--- config.mk ---
export PLATFORM = sky130hd
export DESIGN_NAME = multicycle_ctrl_flat
export DESIGN_NICKNAME = d
export VERILOG_FILES = /design/src/rtl/multicycle_ctrl_pkg.sv /design/src/rtl/multicycle_ctrl_if.sv /design/src/rtl/multicycle_ctrl_decode.sv /design/src/rtl/multicycle_ctrl.sv /design/src/flat_wrapper.sv
export SDC_FILE = /design/constraint.sdc
export NUM_CORES = 1
export LEC_CHECK = 0
export CAP_MARGIN = 20
export CELL_PAD_IN_SITES_DETAIL_PLACEMENT = 1
export CELL_PAD_IN_SITES_GLOBAL_PLACEMENT = 2
export CORE_UTILIZATION = 24
export CTS_CLUSTER_SIZE = 28
export DETAILED_ROUTE_END_ITERATION = 8
export HOLD_SLACK_MARGIN = 0.05
export PLACE_DENSITY_LB_ADDON = 0.1
export SLEW_MARGIN = 40
export SYNTH_ARGS = -nofsm -noshare
export SYNTH_HDL_FRONTEND = slang
export SYNTH_SLANG_ARGS = --single-unit
--- constraint.sdc ---
create_clock -name CLK -period 1.7 [get_ports CLK]
set_input_delay 0.17 -clock CLK [delete_from_list [all_inputs] [get_ports CLK]]
set_output_delay 0.17 -clock CLK [all_outputs]
set_load 0.005 [all_outputs]
--- src/rtl/multicycle_ctrl_pkg.sv ---
// Shared encodings for the multicycle CPU control unit: ALU opcodes, MIPS op/funct fields, mux selects, states.
// Latency: none (constants and types only).
// Backpressure: not applicable.
package cpu_pkg;

    localparam logic [2:0] ALU_ADD  = 3'b000;
    localparam logic [2:0] ALU_SUB  = 3'b001;
    localparam logic [2:0] ALU_AND  = 3'b010;
    localparam logic [2:0] ALU_OR   = 3'b011;
    localparam logic [2:0] ALU_SLTU = 3'b100;
    localparam logic [2:0] ALU_SLT  = 3'b101;

    localparam logic [5:0] OP_RTYPE = 6'b000000;
    localparam logic [5:0] OP_ADDI  = 6'b001000;
    localparam logic [5:0] OP_ORI   = 6'b001101;
    localparam logic [5:0] OP_SLTI  = 6'b001010;
    localparam logic [5:0] OP_LW    = 6'b100011;
    localparam logic [5:0] OP_SW    = 6'b101011;
    localparam logic [5:0] OP_BEQ   = 6'b000100;
    localparam logic [5:0] OP_BNE   = 6'b000101;
    localparam logic [5:0] OP_J     = 6'b000010;
    localparam logic [5:0] OP_JAL   = 6'b000011;
    localparam logic [5:0] OP_HALT  = 6'b111111;

    localparam logic [5:0] F_ADD  = 6'b100000;
    localparam logic [5:0] F_SUB  = 6'b100010;
    localparam logic [5:0] F_AND  = 6'b100100;
    localparam logic [5:0] F_OR   = 6'b100101;
    localparam logic [5:0] F_SLT  = 6'b101010;
    localparam logic [5:0] F_SLTU = 6'b101011;

    localparam logic [1:0] PC_PLUS4  = 2'b00;
    localparam logic [1:0] PC_BRANCH = 2'b01;
    localparam logic [1:0] PC_JUMP   = 2'b10;

    localparam logic [1:0] RD_RT = 2'b00;
    localparam logic [1:0] RD_RD = 2'b01;
    localparam logic [1:0] RD_RA = 2'b10;

    typedef enum logic [3:0] {
        IF, ID, EXE_AL, EXE_BR, EXE_LS, MEM, WB_AL, WB_LD, HALT
    } state_t;

    // Instruction class chosen at decode; CL_NOP covers every undecodable encoding.
    typedef enum logic [3:0] {
        CL_RTYPE, CL_IMM, CL_BEQ, CL_BNE, CL_LW, CL_SW, CL_J, CL_JAL, CL_HALT, CL_NOP
    } iclass_t;

    typedef struct packed {
        iclass_t    cls;
        logic [2:0] aluop;
        logic       extsel;
        logic       alusrcb;
        logic [1:0] regdst;
        logic       illegal;
    } dec_t;

endpackage

--- src/rtl/multicycle_ctrl_if.sv ---
// Bundle between the control unit and the datapath: IR fields and ALU flag in, mux selects and enables out.
// Latency: none (wires only).
// Backpressure: none; the datapath accepts every enable in the cycle it is issued.
interface multicycle_ctrl_if;
    logic [5:0] op;
    logic [5:0] funct;
    logic       zero;
    logic [2:0] ALUopcode;
    logic       ALUSrcB;
    logic       ExtSel;
    logic       PCWre;
    logic [1:0] PCSrc;
    logic       IRWre;
    logic       RegWre;
    logic [1:0] RegDst;
    logic       WrRegDSrc;
    logic       DBDataSrc;
    logic       MemRd;
    logic       MemWr;
    logic       illegal;
    logic       halted;

    modport master (
        input  op, funct, zero,
        output ALUopcode, ALUSrcB, ExtSel, PCWre, PCSrc, IRWre, RegWre,
               RegDst, WrRegDSrc, DBDataSrc, MemRd, MemWr, illegal, halted
    );

    modport slave (
        output op, funct, zero,
        input  ALUopcode, ALUSrcB, ExtSel, PCWre, PCSrc, IRWre, RegWre,
               RegDst, WrRegDSrc, DBDataSrc, MemRd, MemWr, illegal, halted
    );
endinterface

--- src/rtl/multicycle_ctrl_decode.sv ---
// Instruction decoder: maps op/funct to class, ALU opcode, extension mode, operand B select and destination.
// Latency: purely combinational.
// Backpressure: none.
module ctrl_decode
    import cpu_pkg::*;
(
    input  logic [5:0] op,
    input  logic [5:0] funct,
    output dec_t       dec
);

    // Anything not matched below stays an illegal NOP.
    always_comb begin
        dec.cls     = CL_NOP;
        dec.aluop   = ALU_ADD;
        dec.extsel  = 1'b0;
        dec.alusrcb = 1'b0;
        dec.regdst  = RD_RT;
        dec.illegal = 1'b1;
        case (op)
            OP_RTYPE: begin
                dec.cls     = CL_RTYPE;
                dec.regdst  = RD_RD;
                dec.illegal = 1'b0;
                case (funct)
                    F_ADD:   dec.aluop = ALU_ADD;
                    F_SUB:   dec.aluop = ALU_SUB;
                    F_AND:   dec.aluop = ALU_AND;
                    F_OR:    dec.aluop = ALU_OR;
                    F_SLT:   dec.aluop = ALU_SLT;
                    F_SLTU:  dec.aluop = ALU_SLTU;
                    default: begin
                        dec.cls     = CL_NOP;
                        dec.regdst  = RD_RT;
                        dec.illegal = 1'b1;
                    end
                endcase
            end
            OP_ADDI: begin
                dec.cls = CL_IMM; dec.aluop = ALU_ADD; dec.extsel = 1'b1;
                dec.alusrcb = 1'b1; dec.illegal = 1'b0;
            end
            OP_ORI: begin
                dec.cls = CL_IMM; dec.aluop = ALU_OR; dec.extsel = 1'b0;
                dec.alusrcb = 1'b1; dec.illegal = 1'b0;
            end
            OP_SLTI: begin
                dec.cls = CL_IMM; dec.aluop = ALU_SLT; dec.extsel = 1'b1;
                dec.alusrcb = 1'b1; dec.illegal = 1'b0;
            end
            OP_LW: begin
                dec.cls = CL_LW; dec.extsel = 1'b1; dec.alusrcb = 1'b1; dec.illegal = 1'b0;
            end
            OP_SW: begin
                dec.cls = CL_SW; dec.extsel = 1'b1; dec.alusrcb = 1'b1; dec.illegal = 1'b0;
            end
            OP_BEQ: begin
                dec.cls = CL_BEQ; dec.aluop = ALU_SUB; dec.extsel = 1'b1; dec.illegal = 1'b0;
            end
            OP_BNE: begin
                dec.cls = CL_BNE; dec.aluop = ALU_SUB; dec.extsel = 1'b1; dec.illegal = 1'b0;
            end
            OP_J:    begin dec.cls = CL_J;    dec.illegal = 1'b0; end
            OP_JAL:  begin dec.cls = CL_JAL;  dec.regdst = RD_RA; dec.illegal = 1'b0; end
            OP_HALT: begin dec.cls = CL_HALT; dec.illegal = 1'b0; end
            default: ;
        endcase
    end

endmodule

--- src/rtl/multicycle_ctrl.sv ---
// Multicycle CPU control FSM: sequences IF/ID/EXE/MEM/WB and drives ALU opcode, selects and datapath enables.
// Latency: 2 cycles for j/jal/illegal, 3 for branches, 4 for ALU ops and sw, 5 for lw.
// Backpressure: none; only reset leaves HALT, and reset aborts any instruction in flight.
module multicycle_ctrl
    import cpu_pkg::*;
(
    input  logic                CLK,
    input  logic                Reset,
    multicycle_ctrl_if.master   bus
);

    state_t     state, state_nxt;
    dec_t       dec;
    iclass_t    cls_q;
    logic [2:0] aluop_q;
    logic       extsel_q;
    logic       alusrcb_q;
    logic [1:0] regdst_q;

    ctrl_decode u_decode (
        .op    (bus.op),
        .funct (bus.funct),
        .dec   (dec)
    );

    // State register; reset returns to fetch immediately.
    always_ff @(posedge CLK or negedge Reset) begin
        if (!Reset) state <= IF;
        else        state <= state_nxt;
    end

    // Decode results are captured at the end of ID so later IR changes are ignored.
    always_ff @(posedge CLK or negedge Reset) begin
        if (!Reset) begin
            cls_q     <= CL_NOP;
            aluop_q   <= ALU_ADD;
            extsel_q  <= 1'b0;
            alusrcb_q <= 1'b0;
            regdst_q  <= RD_RT;
        end else if (state == ID) begin
            cls_q     <= dec.cls;
            aluop_q   <= dec.aluop;
            extsel_q  <= dec.extsel;
            alusrcb_q <= dec.alusrcb;
            regdst_q  <= dec.regdst;
        end
    end

    // Next-state selection; ID dispatches on the live decode, MEM on the registered class.
    always_comb begin
        state_nxt = IF;
        case (state)
            IF:     state_nxt = ID;
            ID: begin
                case (dec.cls)
                    CL_RTYPE, CL_IMM: state_nxt = EXE_AL;
                    CL_BEQ, CL_BNE:   state_nxt = EXE_BR;
                    CL_LW, CL_SW:     state_nxt = EXE_LS;
                    CL_HALT:          state_nxt = HALT;
                    default:          state_nxt = IF;
                endcase
            end
            EXE_AL: state_nxt = WB_AL;
            WB_AL:  state_nxt = IF;
            EXE_BR: state_nxt = IF;
            EXE_LS: state_nxt = MEM;
            MEM:    state_nxt = (cls_q == CL_LW) ? WB_LD : IF;
            WB_LD:  state_nxt = IF;
            HALT:   state_nxt = HALT;
            default: state_nxt = IF;
        endcase
    end

    // Output decode per state; reset low masks every output so no write escapes an abort.
    always_comb begin
        bus.ALUopcode = ALU_ADD;
        bus.ALUSrcB   = 1'b0;
        bus.ExtSel    = 1'b0;
        bus.PCWre     = 1'b0;
        bus.PCSrc     = PC_PLUS4;
        bus.IRWre     = 1'b0;
        bus.RegWre    = 1'b0;
        bus.RegDst    = RD_RT;
        bus.WrRegDSrc = 1'b0;
        bus.DBDataSrc = 1'b0;
        bus.MemRd     = 1'b0;
        bus.MemWr     = 1'b0;
        bus.illegal   = 1'b0;
        bus.halted    = 1'b0;
        if (Reset) begin
            case (state)
                IF: bus.IRWre = 1'b1;
                ID: begin
                    case (dec.cls)
                        CL_J: begin
                            bus.PCWre = 1'b1;
                            bus.PCSrc = PC_JUMP;
                        end
                        CL_JAL: begin
                            bus.PCWre     = 1'b1;
                            bus.PCSrc     = PC_JUMP;
                            bus.RegWre    = 1'b1;
                            bus.RegDst    = RD_RA;
                            bus.WrRegDSrc = 1'b1;
                        end
                        CL_NOP: begin
                            bus.illegal = dec.illegal;
                            bus.PCWre   = 1'b1;
                        end
                        default: ;
                    endcase
                end
                EXE_AL, WB_AL: begin
                    bus.ALUopcode = aluop_q;
                    bus.ALUSrcB   = alusrcb_q;
                    bus.ExtSel    = extsel_q;
                    if (state == WB_AL) begin
                        bus.RegWre = 1'b1;
                        bus.RegDst = regdst_q;
                        bus.PCWre  = 1'b1;
                    end
                end
                EXE_BR: begin
                    bus.ALUopcode = ALU_SUB;
                    bus.PCWre     = 1'b1;
                    if (((cls_q == CL_BEQ) && bus.zero) || ((cls_q == CL_BNE) && !bus.zero))
                        bus.PCSrc = PC_BRANCH;
                end
                EXE_LS, MEM: begin
                    bus.ALUopcode = ALU_ADD;
                    bus.ALUSrcB   = 1'b1;
                    bus.ExtSel    = 1'b1;
                    if (state == MEM) begin
                        if (cls_q == CL_LW) begin
                            bus.MemRd = 1'b1;
                        end else begin
                            bus.MemWr = 1'b1;
                            bus.PCWre = 1'b1;
                        end
                    end
                end
                WB_LD: begin
                    bus.RegWre    = 1'b1;
                    bus.DBDataSrc = 1'b1;
                    bus.PCWre     = 1'b1;
                end
                HALT: bus.halted = 1'b1;
                default: ;
            endcase
        end
    end

endmodule

--- src/flat_wrapper.sv ---
// flat-port wrapper written by rule: the top's interface ports become plain ports
module multicycle_ctrl_flat import cpu_pkg::*;
  (CLK, Reset, bus_op, bus_funct, bus_zero, bus_ALUopcode, bus_ALUSrcB, bus_ExtSel, bus_PCWre, bus_PCSrc, bus_IRWre, bus_RegWre, bus_RegDst, bus_WrRegDSrc, bus_DBDataSrc, bus_MemRd, bus_MemWr, bus_illegal, bus_halted);
  multicycle_ctrl_if bus_i ();
  input  logic CLK;
  input  logic Reset;
  input wire logic [$bits(bus_i.op)-1:0] bus_op;
  input wire logic [$bits(bus_i.funct)-1:0] bus_funct;
  input wire logic [$bits(bus_i.zero)-1:0] bus_zero;
  output wire logic [$bits(bus_i.ALUopcode)-1:0] bus_ALUopcode;
  output wire logic [$bits(bus_i.ALUSrcB)-1:0] bus_ALUSrcB;
  output wire logic [$bits(bus_i.ExtSel)-1:0] bus_ExtSel;
  output wire logic [$bits(bus_i.PCWre)-1:0] bus_PCWre;
  output wire logic [$bits(bus_i.PCSrc)-1:0] bus_PCSrc;
  output wire logic [$bits(bus_i.IRWre)-1:0] bus_IRWre;
  output wire logic [$bits(bus_i.RegWre)-1:0] bus_RegWre;
  output wire logic [$bits(bus_i.RegDst)-1:0] bus_RegDst;
  output wire logic [$bits(bus_i.WrRegDSrc)-1:0] bus_WrRegDSrc;
  output wire logic [$bits(bus_i.DBDataSrc)-1:0] bus_DBDataSrc;
  output wire logic [$bits(bus_i.MemRd)-1:0] bus_MemRd;
  output wire logic [$bits(bus_i.MemWr)-1:0] bus_MemWr;
  output wire logic [$bits(bus_i.illegal)-1:0] bus_illegal;
  output wire logic [$bits(bus_i.halted)-1:0] bus_halted;
  assign bus_i.op = bus_op;
  assign bus_i.funct = bus_funct;
  assign bus_i.zero = bus_zero;
  assign bus_ALUopcode = bus_i.ALUopcode;
  assign bus_ALUSrcB = bus_i.ALUSrcB;
  assign bus_ExtSel = bus_i.ExtSel;
  assign bus_PCWre = bus_i.PCWre;
  assign bus_PCSrc = bus_i.PCSrc;
  assign bus_IRWre = bus_i.IRWre;
  assign bus_RegWre = bus_i.RegWre;
  assign bus_RegDst = bus_i.RegDst;
  assign bus_WrRegDSrc = bus_i.WrRegDSrc;
  assign bus_DBDataSrc = bus_i.DBDataSrc;
  assign bus_MemRd = bus_i.MemRd;
  assign bus_MemWr = bus_i.MemWr;
  assign bus_illegal = bus_i.illegal;
  assign bus_halted = bus_i.halted;
  multicycle_ctrl u_core (.CLK(CLK), .Reset(Reset), .bus(bus_i));
endmodule
==> results of run 1 <==
-- report_power, final --
group,leakage (nW),total (mW),switching (mW),internal (mW)
sequential,0.196,0.544,0.0715,0.473
clock,0.0228,0.296,0.129,0.166
combinational,0.883,1.76,0.891,0.865
-- flip-flops by register name, summed over array words and instances, names as in the netlist --
name,cells
u_core.cls_q,4
u_core.state,4
u_core.aluop_q,3
u_core.regdst_q,2
u_core.alusrcb_q,1
u_core.extsel_q,1
-- layout make-up --
| type | count | area share |
|---|---|---|
| tap | 70 | 0.0368 |
| inverter | 5 | 0.00788 |
| clock buffer | 4 | 0.0189 |
| timing repair buffer | 105 | 0.345 |
| sequential | 15 | 0.159 |
| multi-input combinational | 135 | 0.433 |
-- routing by layer --
metal / GRT usage / routed length [um]
met1: 0.253 / 2400
met2: 0.414 / 3070
met3: 0.0120 / 87
met4: 0.0503 / 32
met5: 0 / 0
-- cell usage after synthesis (3+ instances only) --
library cell	number	area (um^2)
sky130_fd_sc_hd__nand2_1	22	82.6
sky130_fd_sc_hd__nor2_1	18	67.6
sky130_fd_sc_hd__dfrtp_1	13	325
sky130_fd_sc_hd__a21oi_1	12	60.1
sky130_fd_sc_hd__nor3_1	8	40.0
sky130_fd_sc_hd__nand2b_1	7	43.8
sky130_fd_sc_hd__inv_1	5	18.8
sky130_fd_sc_hd__nor2b_1	5	31.3
sky130_fd_sc_hd__a31oi_1	4	25.0
sky130_fd_sc_hd__and3_1	4	25.0
sky130_fd_sc_hd__buf_2	4	20.0
sky130_fd_sc_hd__o21ai_0	4	20.0
sky130_fd_sc_hd__a311oi_1	3	26.3
sky130_fd_sc_hd__and2_1	3	18.8
sky130_fd_sc_hd__clkbuf_1	3	11.3
sky130_fd_sc_hd__nor4_1	3	18.8
sky130_fd_sc_hd__o22ai_1	3	18.8
sky130_fd_sc_hd__o31ai_1	3	22.5
sky130_fd_sc_hd__or3_1	3	18.8
-- per-stage QoR --
step	hold slack [ns]	power, mW	setup slack [ns]
2_1_floorplan	-0.126	1.18	0.0126
3_3_place_gp	0.460	1.81	-0.873
3_5_place_dp	0.481	1.84	-1.01
4_1_cts	0.168	2.51	-0.408
5_1_grt	0.185	2.77	-0.476
6_report	0.168	2.60	-0.401
-- path summary, 6_finish.rpt --
check / depth (start not counted) / from / to
min in group CLK: 4 / bus_op[1] / u_core.regdst_q[1]
max in group asynchronous: 2 / Reset / u_core.cls_q[3]
hold / removal: 2 / Reset / u_core.alusrcb_q
setup reg to reg: 9 / u_core.state[1] / u_core.state[2]
setup / recovery: 7 / u_core.state[1] / bus_RegDst[1]
hold reg to reg: 2 / u_core.aluop_q[2] / u_core.aluop_q[2]
-- critical path: stages (launching register included) --
cell and delay (ns):
sky130_fd_sc_hd__dfrtp_1 0.38, sky130_fd_sc_hd__nand2b_4 0.15, sky130_fd_sc_hd__or3_4 0.36, sky130_fd_sc_hd__nor3_4 0.21, sky130_fd_sc_hd__buf_6 0.13, sky130_fd_sc_hd__nor2b_1 0.05, sky130_fd_sc_hd__a311oi_2 0.23, sky130_fd_sc_hd__buf_2 0.17
-- repair_timing --
item,4_1_cts,5_1_grt
resized for setup,143,16
buffers inserted,18,5
pin swaps,15,7
setup endpoints to repair,23,15
-- cells by family after synthesis --
| family | Yosys count |
|---|---|
| xor+xnor | 2 |
| flops | 15 |
| simple gates | 84 |
| buf+inv | 15 |
| compound gates | 48 |
| mux | 1 |
==> results.txt, run 1 <==
* Multi-input gate area: approximately 0.0010 mm^2
- In this run the deepest clock path goes through 2 buffers.
- STA classifies the critical path startpoint as a register.
* Summed instance area of the synthesized netlist: between 0.001 and 0.0015 mm^2
- Number of levels in the clock H-tree: 1
* Post-synthesis register bit count: 15
- CTS Buf Count: 3
- The share of the synthesized area in compound gates (AO/OA/AOI/OAI) is 0.272.
- Parity-gate share of the synthesized area counting xor and xnor cells: 0.0138
- Number of global-route vias before repair: between 1500 and 2000
- Hold Buf Count CTS: 0
- The run finished, with violations left.
* Synthesized area per cell: about 7.7 um^2
- Of the post-synthesis cell area, the part taken by muxes is 0.00889.
* Area of all sequential standard cells: ~380 um^2
- TritonCTS clock tree: built
- Synthesis warning total: 0
- Fill cells in the final layout number 630.
- Antenna violations before repair: 0
- Final Util: 0.466
- Number of slew-limit violations in the final report: 0
* DRT Pass-1 Iters: 4
- For this block, the initial DRC count from the detailed router was 39.
* Largest net degree at the start of global routing: 17
- The worst setup path is captured at a primary output.
- Final critical-path required period: roughly 2.1 ns
- Die area: between 0.005 and 0.006 mm^2
- The tool flagged a number of max-cap violations equal to 0.
- Clock Sinks: 15
- Including well taps, the total number of placed cells is between 300 and 400.
* Largest family of logic cells by synthesized area: simple AND/OR/NAND/NOR gates
* Prevailing post-synth register cell: sky130_fd_sc_hd__dfrtp_1
* Global-route wire length before repair: approximately 9000 um
- Along the worst path, the maximum fanout reaches 3.
- Clk_skew: roughly 0.0087 ns
* Post-CTS clock slew at the launch and capture registers of the worst setup and hold paths: around 0.070 ns
- Detailed routing inserted a total of roughly 1600 vias.
- Data on the critical path arrives at its endpoint at ~1.9 ns.
* Final setup vio count: 6
- The floorplan has 26 rows.
* Required time at the endpoint of the critical path: 1.53 ns
* Flop-to-flop setup slack: 0.07 ns
* Remaining antenna violation count: 0
- Setup repair after global routing could not meet its margin everywhere.
* Number of synthesized flops with an enable pin: 0
- Failing checks: setup timing
- Final net count: 280
* Highest-count cells in the layout ignoring fill and taps: sky130_fd_sc_hd__buf_4, sky130_fd_sc_hd__nand2_1, sky130_fd_sc_hd__buf_2
- Part of the Yosys area used for sequential elements: 0.298
- Power per Cell Area: approximately 1100 mW/mm^2
- Of the cells placed in the final design, the portion with a size suffix greater than 1 is 0.542.
- After technology mapping, the gate count stands at between 150 and 200.
- The floorplan step defined a core boundary enclosing approximately 0.0051 mm^2.
* Number of hold violations in the final report: 0
- Yosys mapped the design onto 52 distinct sky130hd cell types.
- For the pin with the worst max-slew slack, the measured transition is slightly above 0.3 ns.
- Proportion of register bits with asynchronous set or reset after synthesis: 1.00
- Leaving out fill and tap cells, the most frequent cell in the layout is sky130_fd_sc_hd__buf_4.
- In the finished design, the share of the clock period the worst path needs comes to 1.24.
- Counting every net in the synthesized netlist gives 180.
- Adder-cell share of the synthesized area: 0
* Chip Height: between 70 and 80 um
- Detailed placement finished with a half-perimeter wire length of 4140 um.
- The later pin in the worst-skew pair is clocked with a latency of 0.25 ns.
* Total routed wirelength: roughly 5600 um
* Layout Cell Area excl Fill: roughly 0.0024 mm^2
- Compared with the post-synthesis result, the final layout area differs by 88.0%.
- The path class of the tightest hold or removal check is primary input to async pin.
* Starting Density: 0.248
- Excluding fillers, the count of instances in the completed layout stands at 334.
- Once routing completed, OpenROAD measured the worst setup slack at -0.401 ns.
* Die Span X: around 75 um
- Relative slew slack: 0.792
- Sum of negative setup slack: -2.05 ns
- Input and output buffers added on the ports amount to 32.
- Congestion Overflow GR: 0
- Total global routing track utilization: 0.213
* Residual DRC count: 0
- Inserted Diodes: 0
- Post-synthesis simple-gate area fraction: 0.356
- VDD sags by at most 0.462 mV.
* Final routed wire length divided by cell count: around 17 um
* Root Buffer Master: sky130_fd_sc_hd__clkbuf_8
- Category of the most critical setup path: register to primary output
* Leakage power summed over all cells: ~1.1 nW
- 33 I/O pins were placed.
- Area of placed instances: ~0.0020 mm^2
* Number of vias per cell after detailed routing: between 4 and 5
* Routability cong.: between 0.8 and 0.9
- Fmax: ~0.48 GHz
(Power assumes the default switching activity.)
==> run 2: changes to the inputs <==
--- a/config.mk
+++ b/config.mk
@@ -8,12 +8,13 @@
 export CAP_MARGIN = 20
 export CELL_PAD_IN_SITES_DETAIL_PLACEMENT = 1
 export CELL_PAD_IN_SITES_GLOBAL_PLACEMENT = 2
+export CORE_MARGIN = 4
 export CORE_UTILIZATION = 24
 export CTS_CLUSTER_SIZE = 28
 export DETAILED_ROUTE_END_ITERATION = 8
 export HOLD_SLACK_MARGIN = 0.05
 export PLACE_DENSITY_LB_ADDON = 0.1
-export SLEW_MARGIN = 40
+export SLEW_MARGIN = 10
 export SYNTH_ARGS = -nofsm -noshare
 export SYNTH_HDL_FRONTEND = slang
 export SYNTH_SLANG_ARGS = --single-unit
==> run 2 against run 1 <==
Largest power group unchanged. Design area is 2.3% higher. Worst setup slack lost 0.013 ns. Global-route usage is 3.2 points lower. Non-clock buffer count rose by 4. Clock skew increased by 0.0020 ns. Via count rose by 3.5%. Flip-flop and latch count is the same. The flow still finishes with violations (setup timing). Register-to-register slack got worse by 0.02 ns. First-iteration DRC count is 69% higher.
==> results.txt, run 2 (synthesis gave the netlist of run 1 again) <==
- For this design the static power due to leakage is between 1 and 1.5 nW.
- Final setup vio count: 14
* Failing checks: setup timing
- Largest registers in the final layout: u_core.cls_q: 4 flops, u_core.state: 4 flops, u_core.aluop_q: 3 flops
* CTS Buf Count: 3
- Post-CTS clock slew at the launch and capture registers of the worst setup and hold paths: ~0.07 ns
* Global-route wire length before repair: 9050 um
- In this design, the stage delay of the slowest critical-path cell is 0.39 ns.
- Max-cap violations in this run came to 0.
* Peak VDD IR: between 0.4 and 0.5 mV
- Launching point of the worst reg2reg path: u_core.state[1]
- For this block, the via count after detailed routing is between 1500 and 2000.
- Total global routing track utilization: 0.181
- Residual DRC count: 0
- In this run the worst path has a maximum fanout of 2.
- Total routed wirelength: between 5000 and 6000 um
* Min-Delay Path Class: primary input to async pin
- The worst register-to-register path ends at u_core.state[2].
- Slew at the pin closest to its max-slew limit: approximately 0.4 ns
- Measured in cells, the most critical reg-to-reg path has a length of 8.
- The setup path with the least slack is of type register to primary output.
* Final critical-path required period: 2.11 ns
- The run finished, with violations left.
- The number of antenna diodes in the final layout is 0.
* Final worst-path setup slack: -0.413 ns
- Number of global-route vias before repair: ~1800
- Entering global routing, the biggest net connects 17 pins.
- Quantity of I/O buffers inserted on ports: 32
- Global routing finished with a remaining overflow of 0.
- Setup repair after global routing missed its margin: yes
- The first TritonRoute pass finished after 4 iterations.
* Fmax: 0.473 GHz
- Clk_skew: 0.0107 ns
- Detailed Place HPWL: approximately 4200 um
- Routability-driven placement finished with a final weighted congestion of 0.949.
- Latest clock arrival within the worst-skew pair: 0.26 ns
- The floorplan step set the die height to approximately 81 um.
* Layout cells sized above 1: 0.552
- Relative slew slack: 0.734
* Final net count: roughly 280
- The number of hold-slack violations in the final timing report was 0.
* Root Buffer Master: sky130_fd_sc_hd__clkbuf_8
- Layout Area Growth over Synthesis: 92.3%
* Total chip power: approximately 2.7 mW
* Number of vias per cell after detailed routing: 4.94
- No sink is reached through more buffers than the 2 on the longest clock path.
* Antenna violations before repair: 0
- Startpoint types: register
- In this design, the critical path's most frequently occurring cell is sky130_fd_sc_hd__buf_6.
- The die covers between 0.006 and 0.007 mm^2.
* Data arrival time at the worst-slack endpoint: just under 2 ns
- Required time at the endpoint of the critical path: 1.53 ns
- Dividing the final minimum period by the clock period gives 1.24.
- Clock Sinks: 15
* Cells traversed along the worst timing path: nand2b_4 > or3_4 > nor3_4 > buf_6 > buf_6 > nor2b_2 > a311oi_2 > buf_2
* Die Span X: between 80 and 90 um
- The worst setup path is captured at a primary output.
* Starting Density: 0.248
* DR iter-0 viols: 66
- The region available for standard cell placement spans between 0.005 and 0.006 mm^2.
- TritonCTS clock tree: built
* Sum of negative setup slack: -2.87 ns
* Final routed wire length divided by cell count: 16.9 um
* Cell with the largest stage delay on the worst path: sky130_fd_sc_hd__dfrtp_1
- Leading cell type in the layout, fill and taps excluded: sky130_fd_sc_hd__buf_4
* Power per Cell Area: roughly 1100 mW/mm^2
- Number of levels in the clock H-tree: 1
* Flop-to-flop setup slack: roughly 0.05 ns
- Standard-cell rows: 26
* Number of slew-limit violations in the final report: 0
- Once detail routing completed, the nets flagged for antenna violations numbered 0.
- Top-level I/O count: 33
* Highest-count cells in the layout ignoring fill and taps: sky130_fd_sc_hd__buf_4, sky130_fd_sc_hd__nand2_1, sky130_fd_sc_hd__nor2_1, sky130_fd_sc_hd__buf_6, sky130_fd_sc_hd__buf_2
==> run 2: how the worst max path moves through the flow <==
stage                         start       endpoint  slack (ns)  cells past startpoint
finish              u_core.state[1]  bus_RegDst[1]       -0.41                      8
CTS                 u_core.state[1]  bus_RegDst[1]       -0.48                      8
floorplan           u_core.state[1]  bus_WrRegDSrc        0.01                      6
detailed placement        bus_op[2]  bus_RegDst[1]       -0.97                      6
global placement          bus_op[5]  bus_RegDst[1]       -0.90                      8
global route        u_core.state[1]  bus_RegDst[1]       -0.48                      8
==> run 2: routing by layer <==
layer  part of all wire  vias to the layer above  wire length (um)  global-route usage
met2               0.54                       26              3090               0.339
met4              0.024                        0               136              0.0591
met3              0.020                       13               117              0.0179
met1               0.42                      816              2370               0.211
met5                  0                        -                 0                   0
li1                   -                      814                 -                   -
==> run 2: metrics by stage <==
stage	std cells	cell area, um^2	worst slack (ns)	util	hold slack, ns
after floorplan	165	1270	0.0126	-	-0.126
after global placement	315	2060	-0.900	0.404	0.457
after detailed placement	315	2060	-0.974	0.404	0.466
after CTS	331	2340	-0.482	0.458	0.163
after global routing	338	2430	-0.482	0.477	0.187
final	338	2430	-0.413	0.477	0.169
==> run 2: cell type report <==
cell class | instances | area, um^2
multi-input cells | 135 | 1020
well taps | 70 | 87.6
clock inverters | 1 | 5.00
repair buffers | 109 | 882
inverters | 5 | 18.8
flip-flops and latches | 15 | 378
fillers | 615 | 2670
clock buffers | 3 | 41.3
==> run 2: worst max-delay path: cells and delay by family, from the launching register on <==
kind,cells,cell delay (ns)
flops,1,0.39
compound gates,1,0.20
simple gates,4,0.71
buf+inv,3,0.37
==> run 2: where the power goes <==
part	internal [mW]	leakage (nW)	switching, mW
Clock	0.163	0.0255	0.144
Combinational	0.911	0.939	0.920
Sequential	0.472	0.196	0.0620
==> run 2: what timing repair did <==
| action | in CTS | in global routing |
|---|---|---|
| hold buffers | 0 | 0 |
| pin swaps | 14 | 12 |
| setup endpoints to repair | 22 | 21 |
| resized for setup | 115 | 39 |
| buffers inserted | 13 | 11 |
| hold endpoints to repair | 0 | 0 |
==> run 3: changes to the inputs <==
--- a/config.mk
+++ b/config.mk
@@ -9,7 +9,7 @@
 export CELL_PAD_IN_SITES_DETAIL_PLACEMENT = 1
 export CELL_PAD_IN_SITES_GLOBAL_PLACEMENT = 2
 export CORE_MARGIN = 4
-export CORE_UTILIZATION = 24
+export CORE_UTILIZATION = 26
 export CTS_CLUSTER_SIZE = 28
 export DETAILED_ROUTE_END_ITERATION = 8
 export HOLD_SLACK_MARGIN = 0.05
@@ -17,4 +17,6 @@
 export SLEW_MARGIN = 10
 export SYNTH_ARGS = -nofsm -noshare
 export SYNTH_HDL_FRONTEND = slang
+export SYNTH_HIERARCHICAL = 1
 export SYNTH_SLANG_ARGS = --single-unit
+export TNS_END_PERCENT = 50
==> run 3 against run 2 <==
Synthesized cell count increased by 0.61%. Sequential power up 5.1%. Power is 17% lower. The run still ends with setup timing left. Worst setup slack lost 0.20 ns. First-iteration DRC count up 20%. Die area is 2.6% higher. Critical endpoint is now u_core/state[3]. Global-route usage fell by 1.5 points. Core utilization down 1.1 points. Hold slack better by 0.17 ns. Final cell count shrank 2.4%. Non-clock buffer count fell by 6.
==> results.txt, run 3 <==
- The run finished, with violations left.
- The checks that failed: setup timing.
- Relative to the synthesized area, the layout overhead comes to 70.6%.
- Net load switching power: between 800 and 900 uW
- The tree is rooted in a sky130_fd_sc_hd__clkbuf_8.
- For this run, the top clock speed supported by timing is 0.432 GHz.
* Final critical-path required period: 2.31 ns
- Net switching share of the total power: 0.376
* Min-Delay Path Class: primary input to async pin
* Number of slew-limit violations in the final report: 0
* Largest net degree at the start of global routing: 13
- Once routing completed, OpenROAD measured the worst setup slack at -0.615 ns.
- Of the total power, the clock network draws 0.135.
* Worst path buffer plus inverter count: 1
- Power spread over the standard cell area amounts to 919 mW/mm^2.
- Top cells by instance count after synthesis: sky130_fd_sc_hd__nor2_1, sky130_fd_sc_hd__dfrtp_1, sky130_fd_sc_hd__nand2_1
- In this run the horizontal extent of the chip is 81.7 um.
- The first global-routing pass estimated around 8500 um of wire.
* Setup repair after global routing missed its margin: yes
- Data arrival time at the worst-slack endpoint: around 2.5 ns
- Proportion of power drawn by combinational gates: 0.611
- For this configuration, the core starts out at a cell density of 0.273.
- Highest-count cells in the layout ignoring fill and taps: sky130_fd_sc_hd__buf_4, sky130_fd_sc_hd__nor2_1, sky130_fd_sc_hd__clkdlybuf4s50_1
- Top-count cell post-synth: sky130_fd_sc_hd__nor2_1
- The die covers between 0.006 and 0.007 mm^2.
- The completed layout was analyzed and its total power is 2.21 mW.
- Routability-driven placement finished with a final weighted congestion of ~0.85.
* Seq pwr share: 0.254
- Core Box Area: 0.00517 mm^2
* Standard-cell rows: 26
- Among all flip-flop cells after synthesis, the most frequent one is sky130_fd_sc_hd__dfrtp_1.
- Ranked by total cell area, the synthesized netlist is headed by sky130_fd_sc_hd__dfrtp_1, sky130_fd_sc_hd__mux2_2, sky130_fd_sc_hd__nor2_1.
- Number of global-route vias before repair: roughly 1800
- DR iter-0 viols: 79
* CTS Buf Count: 3
- Hold repair after CTS inserted 0 buffers.
- Total routed wirelength: between 5000 and 6000 um
- Using the TritonRoute via totals, the vias-per-cell ratio works out to between 4 and 5.
* Number of vias after detailed routing: ~1600
- Placed Cells: 317
* Startpoint types: primary input
- In this run the remaining antenna-violating nets after routing total 0.
- Crit Path Max Fanout: 2
* FILL cells: 632
* Congestion Overflow GR: 0
- Residual DRC count: 0
- The initial antenna violation count was 0.
- Part of the Yosys area used for sequential elements: 0.268
- After synthesis, the share of flip-flops with an asynchronous set or reset is 1.00.
* Category of the most critical setup path: primary input to register
* Cell with the largest stage delay on the worst path: sky130_fd_sc_hd__or4_4
- Relative slew slack: 0.757
- Final worst hold slack: between 0.3 and 0.4 ns
- Post-CTS clock slew at the launch and capture registers of the worst setup and hold paths: about 0.060 ns
- Cell Count, Final, Fillers Out: 330
* Launching point of the worst reg2reg path: u_core/state[0]
- Dividing the detail-routed wire length by the instance count gives around 16 um.
- For this run, the share of the core covered by cells in the final layout is 0.465.
- The floorplan step set the die height to between 80 and 90 um.
- For the final database, setup skew stands at about 0.0042 ns.
- Slew at the pin closest to its max-slew limit: around 0.36 ns
* Number of synthesized flops with an enable pin: 0
- Latest clock arrival within the worst-skew pair: about 0.25 ns
- Number of levels in the clock H-tree: 1
- Count of max-cap constraint violations: 0
* Cells after synthesis: 166
* Top-level I/O count: 33
* Inserted Diodes: 0
- After synthesis the cells add up to 0.00141 mm^2.
* Leakage power summed over all cells: 1.07 nW
- Required time at the endpoint of the critical path: roughly 1.9 ns
- Synthesis warning total: 6
- STA classifies the critical path endpoint as a register.
- Counting distinct cell types in the post-synthesis netlist gives 52.
* Most area-hungry cell type in the Yosys netlist: sky130_fd_sc_hd__dfrtp_1
- In the final layout, the share of cells above drive strength 1 is 0.515.
* Synthesized area per cell: roughly 8.5 um^2
- Walking the worst path, the cells encountered are buf_6 > or4_4 > or3_4 > a21oi_4 > or2_4 > or3b_4 > or4b_4 > a211oi_2.
* Clock buffer depth: 2
- Largest registers in the final layout: u_core/cls_q: 4 flops, u_core/state: 4 flops, u_core/aluop_q: 3 flops
- Quantity of I/O buffers inserted on ports: 32
- Fraction of synthesized cell area taken by the top area cell type: 0.230
- Post-synthesis register bit count: 15
- The HPWL after detailed placement is around 4100 um.
- Start point of the critical path: bus_op[2]
- When the netlist entered floorplanning its net count stood at around 180.
- Final setup vio count: 21
- Leaving out fill and tap cells, the most frequent cell in the layout is sky130_fd_sc_hd__buf_4.
* Clock Sinks: 15
- In this design, the largest share of critical-path delay is due to simple AND/OR/NAND/NOR gates.
- For this run, the post-layout net count is about 280.
- Timing analysis after detailed placement gives a worst setup slack of -1.32 ns.
- For this run, the total global-route usage over all layers was measured as 0.166.
- Number of hold violations in the final report: 0
- TritonCTS clock tree: built
* Internal: 1.38 mW
- In the finished design, the share of the clock period the worst path needs comes to 1.36.
* Peak VDD IR: roughly 0.48 mV
- Largest stage delay on the critical path: between 0.5 and 0.6 ns
- The first detailed-routing pass took 4 iterations.
==> run 3: worst register-to-register path: stages, from the launching register on <==
cell                      delay, ns
sky130_fd_sc_hd__dfrtp_1       0.49
sky130_fd_sc_hd__nor4b_4       0.33
sky130_fd_sc_hd__buf_4         0.28
sky130_fd_sc_hd__mux2_2        0.38
==> run 3: path summary, 6_finish.rpt <==
check                                           to  slack [ns]  cells after the start
worst max-delay path               u_core/state[3]       -0.61                      8
worst min-delay path               u_core/cls_q[2]        0.34                      3
worst max register to register     u_core/cls_q[1]        0.11                      3
worst min register to register   u_core/aluop_q[2]        0.50                      1
max in group asynchronous          u_core/state[1]        1.12                      4
min in group CLK                u_core/regdst_q[1]        0.46                      4
==> run 3: metrics by stage <==
step                setup TNS (ns)  cell area (um^2)
floorplan                    -2.71              1430
global placement            -15.88              2210
detailed placement          -16.08              2210
CTS                          -9.26              2370
global route                -10.28              2410
finish                       -8.40              2410
==> run 3: routing by layer <==
layer	vias to the layer above	routed length (um)	GRT usage	part of all wire
met5	-	0	0	0
met4	0	78	0.0449	0.015
met3	9	185	0.0208	0.035
met2	34	2560	0.294	0.48
met1	777	2490	0.211	0.47
li1	791	-	-	-
==> run 3: power groups by stage <==
stage	registers [mW]	clock network (mW)	logic (mW)
floorplan	0.532	0	0.678
global placement	0.555	0	1.25
detailed placement	0.563	0	1.30
CTS	0.562	0.314	1.32
global route	0.572	0.341	1.46
finish	0.561	0.298	1.35
==> run 3: final cells by class <==
cell class | instances | area [um^2] | share of cell area
sequential | 15 | 379 | 0.157
inverter | 7 | 26.3 | 0.0109
timing repair buffer | 103 | 818 | 0.340
clock inverter | 1 | 7.51 | 0.00312
clock buffer | 3 | 41.3 | 0.0172
multi-input combinational | 131 | 1050 | 0.435
tap | 70 | 87.6 | 0.0364
==> run 3: logic make-up (layout without fill, tap and decap cells) <==
kind of cell           Yosys count  count (layout)  share of synthesized area
multiplexers                    12              12                     0.0949
buffers and inverters           20             114                     0.0860
AND/OR/NAND/NOR                 84              84                      0.356
XOR/XNOR                         2               2                     0.0124
AO/OA/AOI/OAI                   33              33                      0.184
flip-flops                      15              15                      0.268
==> run 3: what timing repair did <==
action	CTS	global route
gates resized for setup	71	19
buffers inserted	12	2
pin swaps	18	13
setup endpoints to repair	27	26
==> RTL edit 1: new RTL, flow settings as in run 2 <==
Re-encode `state_t` (9 states) as one-hot, 9 bits wide.
--- a/src/rtl/multicycle_ctrl_pkg.sv
+++ b/src/rtl/multicycle_ctrl_pkg.sv
@@ -37,8 +37,8 @@
     localparam logic [1:0] RD_RD = 2'b01;
     localparam logic [1:0] RD_RA = 2'b10;
 
-    typedef enum logic [3:0] {
-        IF, ID, EXE_AL, EXE_BR, EXE_LS, MEM, WB_AL, WB_LD, HALT
+    typedef enum logic [8:0] {
+        IF = 9'b000000001, ID = 9'b000000010, EXE_AL = 9'b000000100, EXE_BR = 9'b000001000, EXE_LS = 9'b000010000, MEM = 9'b000100000, WB_AL = 9'b001000000, WB_LD = 9'b010000000, HALT = 9'b100000000
     } state_t;
 
     // Instruction class chosen at decode; CL_NOP covers every undecodable encoding.
Function: no difference found for any inputs over 10 cycles, from zero or initial values and one cycle with Reset low; not proved beyond that.
==> RTL edit 1 against run 2 <==
- the flow still finishes with violations (negative setup slack)
- fmax down 11%
- sequential share of layout area rose by 0.86 points
- sequential cell count rose by 5
- wire length grew 24%
- synthesized area rose by 29%
- total power is 3.5% lower
- worst setup slack got worse by 0.25 ns
- final area is 27% higher
- first-iteration DRC count did not move
- critical path type unchanged
- largest cell class unchanged
- highest routed layer unchanged
==> RTL edit 1: results (changes against run 2) <==
[cells_and_area]
fillers=756  ; +23%
num-nets-final=343  ; +21%
drive_gt1_share_pct=52.91  ; -2.3 points
top_regs=u_core.state: 9 flops, u_core.cls_q: 4 flops, u_core.aluop_q: 3 flops

[global_routing]
grt_pass1_wl_um=11740  ; +30%
grtUsageMet3_pct=1.333  ; -0.46 points
grtUsageTotal_pct=17.76  ; -0.31 points
grt_max_degree=20  ; +3
gr-usage-met1_pct=18.74  ; -2.4 points
grt_pass1_vias=2327  ; +32%
grt_use_met2_pct=37.09  ; +3.1 points

[timing]
worst_slack_ns=-0.6619  ; -0.2485 ns
tns_ns=-9.166  ; -6.298 ns
finalSetupViolations=25  ; +11
timing.hold.ws_ns=0.3825  ; +0.2131 ns
worstMarginPinSlew_ns=0.4734  ; +0.07482 ns

[route]
dr.pass1.iters=4  ; unchanged
dr_wl_met3_um=62  ; -47%
viasPerCell=4.990  ; +1.1%
met2_length_um=4192  ; +36%
totalWireLength_um=7104  ; +24%

[pwr]
intPower_mw=1.620  ; +4.7%
clock_net_power_mw=0.326  ; +6%
p_comb_mw=1.57  ; -14%
cellLeakagePower_nw=1.429  ; +23%
ir_drop_mv=0.3382  ; -30%

[place]
placed_cell_area_mm2=0.002544  ; +23%
post-place-ws_ns=-0.9324  ; +0.04132 ns
place_congestion=0.8749  ; -7.8%
post-dp-hpwl_um=5188  ; +24%

[status]
violations=negative setup slack
run_status=finished with violations

[worst_setup_path]
ff2ff_setup_slack_ns=-0.19  ; -0.24 ns
crit_arrival_ns=2.19  ; +0.25 ns
max_stage_delay_ns=0.46  ; +0.07 ns
worstReg2RegStart=u_core.state[5]$_DFF_PN0_
worstRegToRegCells=9  ; +1
crit_path_top_delay_cell=or4_4
timing.rr.end=u_core.aluop_q[1]$_DFFE_PN0N_

[logic_synthesis]
syn_nets=217  ; +21%
synth_common_cells=nor2_1, dfrtp_1, nand2_1
synth_cell_types=55  ; +5.8%
synthTopCellsByArea=dfrtp_1, nor2_1, dfstp_2, nand2_1, a21oi_1
yosysSeqAreaShare_pct=30.98  ; +1.1 points

[cts]
cts_made_buffers=3  ; unchanged

RTL edit 1: repair_timing:
item	CTS	global route
setup endpoints to repair	25	29
resized for setup	136	33
gates cloned	0	0
setup buffers	26	12
pin swaps	30	18
RTL edit 1: layout make-up:
cell class                 instances  area [µm²]  area share (%)
clock buffer                       4       45.04           1.460
tap                               77       96.34           3.122
inverter                           4       15.01          0.4866
sequential                        20       505.5           16.38
multi-input combinational        165        1287           41.73
timing repair buffer             134        1136           36.82
RTL edit 1: worst max-delay path by stage:
| stage | from | endpoint | slack (ns) | cells after the start |
|---|---|---|---|---|
| 5_1_grt | u_core.state[5]$_DFF_PN0_ | bus_RegWre | -0.73 | 8 |
| 2_1_floorplan | u_core.state[4]$_DFF_PN0_ | bus_RegWre | -0.13 | 7 |
| 3_3_place_gp | bus_op[3] | bus_PCWre | -0.87 | 8 |
| 6_report | u_core.state[5]$_DFF_PN0_ | bus_RegWre | -0.66 | 8 |
| 4_1_cts | u_core.state[8]$_DFF_PN0_ | bus_RegWre | -0.71 | 8 |
| 3_5_place_dp | bus_op[5] | bus_RegWre | -0.93 | 8 |
RTL edit 1: cells by family after synthesis:
group | count (synthesis) | share of synthesized area [%]
flip-flops | 20 | 30.98
XOR/XNOR | 8 | 4.305
AO/OA/AOI/OAI | 47 | 19.45
buffers and inverters | 17 | 5.457
multiplexers | 1 | 0.6149
AND/OR/NAND/NOR | 109 | 39.20
RTL edit 1: through the flow:
| stage | cells | total power, mW |
|---|---|---|
| floorplan | 202 | 1.183 |
| global placement | 372 | 1.681 |
| global route | 404 | 2.750 |
| CTS | 399 | 2.464 |
| finish | 404 | 2.578 |
| detailed placement | 372 | 1.736 |
==> RTL edit 2: new RTL, flow settings as in run 2 <==
Without the edit above. Reset style: synchronous (`Reset`), changed in 2 clocked blocks.
--- a/src/rtl/multicycle_ctrl.sv
+++ b/src/rtl/multicycle_ctrl.sv
@@ -24,13 +24,13 @@
     );
 
     // State register; reset returns to fetch immediately.
-    always_ff @(posedge CLK or negedge Reset) begin
+    always_ff @(posedge CLK) begin
         if (!Reset) state <= IF;
         else        state <= state_nxt;
     end
 
     // Decode results are captured at the end of ID so later IR changes are ignored.
-    always_ff @(posedge CLK or negedge Reset) begin
+    always_ff @(posedge CLK) begin
         if (!Reset) begin
             cls_q     <= CL_NOP;
             aluop_q   <= ALU_ADD;
Formal check against the unedited RTL: same outputs for any inputs over 10 cycles, from zero or initial values and one cycle with Reset low; that may be too few to reach the edited logic, so the function may still have changed.
==> RTL edit 2 against run 2 <==
- the flow still finishes with violations (negative setup slack)
- synthesized cell count increased by 5.5%
- fmax increased by 15%
- die area is the same
- sequential cell count unchanged
- clock skew shrank 0.0053 ns
- wire length down 8.7%
- synthesized area is the same
- final cell count unchanged
- final area fell by 1.2%
- first-iteration DRC count up 3.0%
- via count shrank 1.3%
- critical path depth down 2
- worst setup slack improved by 0.28 ns
- highest routed layer unchanged
Power is not compared: it rests on default switching activity, and its combinational part moved more than twofold at a synthesized area within 25%.
==> RTL edit 2: results (changes against run 2) <==
[status]
run_status=finished with violations
violations=negative setup slack

[route]
viasPerCell=4.873  ; -1.3%
wl_per_cell_um=15.43  ; -8.7%

[place]
post-dp-hpwl_um=4069  ; -2.6%
placed_cell_area_mm2=0.002009  ; -2.6%

[global_routing]
grtUsageTotal_pct=17.19  ; -0.87 points
grt_pass1_vias=1853  ; +5.2%
grt_pass1_wl_um=8894  ; -1.7%
grt_max_degree=12  ; -5

[worst_setup_path]
ff2ff_setup_slack_ns=0.01  ; -0.04 ns
path_max_fanout=4  ; +2
timing.rr.end=u_core.state[2]$_SDFF_PN0_
critPathTopFamily=compound AO/OA/AOI/OAI gates
worstRegToRegCells=7  ; -1

[logic_synthesis]
syn_avg_cell_area_um2=7.277  ; -5.2%
synth_cell_types=56  ; +7.7%
syn_nets=189  ; +5.0%
async_reset_ff_share_pct=0  ; -100 points
synthTopCellsByArea=dfxtp_1, a21oi_1, nand2_1, nor2_1, nor3_1
yosysSeqAreaShare_pct=23.72  ; -6.1 points
synth_common_cells=nand2_1, nor2_1, a21oi_1, dfxtp_1, nor3_1

[timing]
finalClockSkew_ns=0.005353  ; -0.005349 ns
finalSetupViolations=4  ; -10
worst_slack_ns=-0.1383  ; +0.2750 ns

[cts]
ctsRootBufferMaster=clkbuf_8

[worst_hold_path]
hold_class=in2reg

[cells_and_area]
drive_gt1_share_pct=55.60  ; +0.37 points
fillers=632  ; +2.8%

==> RTL edit 2: changes by cell type in the layout (fill, tap and decap cells not counted), sizes merged, moves of 4 or more <==
| cell | before | now |
|---|---|---|
| buf | 94 | 85 |
| o21ai | 6 | 11 |
| and3 | 4 | 0 |
| dlygate4sd2 | 7 | 11 |
| dfrtp | 13 | 0 |
| dfxtp | 0 | 15 |
| nand3 | 2 | 8 |
| nor3b | 0 | 4 |
| nand2b | 9 | 4 |
==> RTL edit 2: worst max-delay path by stage <==
stage               cells after the start                      endpoint  slack, ns                        from
global route                            6                 bus_WrRegDSrc      -0.20                   bus_op[5]
floorplan                               6  u_core.cls_q[0]$_SDFFE_PN1P_       0.08  u_core.state[2]$_SDFF_PN0_
detailed placement                      6                 bus_WrRegDSrc      -0.97                   bus_op[5]
global placement                        7                    bus_RegWre      -0.87                   bus_op[5]
CTS                                     6                 bus_WrRegDSrc      -0.17                   bus_op[5]
finish                                  6                 bus_WrRegDSrc      -0.14                   bus_op[5]
==> RTL edit 2: metal layers <==
layer / routed length, µm / GRT usage [%] / part of all wire (%)
met2: 2877 / 33.86 / 55
met4: 44 / 3.547 / 0.84
met1: 2164 / 19.57 / 41
met3: 130 / 1.794 / 2.5
met5: 0 / 0 / 0
==> RTL edit 2: logic make-up (layout without fill, tap and decap cells) <==
logic type / count (synthesis) / count (layout) / share of synthesized area [%]
mux: 1 / 1 / 0.7905
compound gates: 49 / 49 / 24.80
xor+xnor: 1 / 1 / 0.6918
flops: 15 / 15 / 23.72
simple gates: 94 / 94 / 42.69
buf+inv: 14 / 108 / 7.312
==> RTL edit 2: final cells by class <==
cell class	instances	area, µm²	share of cell area (%)
inverters	2	7.507	0.3120
multi-input cells	145	1129	46.91
clock buffers	3	41.29	1.716
repair buffers	102	819.5	34.06
clock inverters	1	7.507	0.3120
flip-flops and latches	15	314.1	13.05
well taps	70	87.58	3.640
==> RTL edit 2: metrics by stage <==
step	TNS (ns)	power, mW	worst slack (ns)
finish	-0.4079	1.089	-0.1383
global route	-0.8229	1.154	-0.1966
detailed placement	-12.99	0.7075	-0.9679
global placement	-11.26	0.6977	-0.8710
floorplan	0	0.5345	0.07682
CTS	-0.5459	1.076	-0.1696
==> RTL edit 2: repair_timing <==
item | CTS | global route
hold buffers | 0 | 0
setup endpoints to repair | 25 | 13
gates resized for setup | 138 | 27
hold endpoints to repair | 0 | 0
buffers inserted | 11 | 3
pin swaps | 19 | 15
==> RTL edit 2: power groups by stage <==
stage	sequential [mW]	combinational (mW)	clock, mW
after detailed placement	0.383	0.325	0
after CTS	0.376	0.387	0.314
after global placement	0.382	0.316	0
after global routing	0.379	0.442	0.333
final	0.376	0.407	0.306
after floorplan	0.382	0.153	0
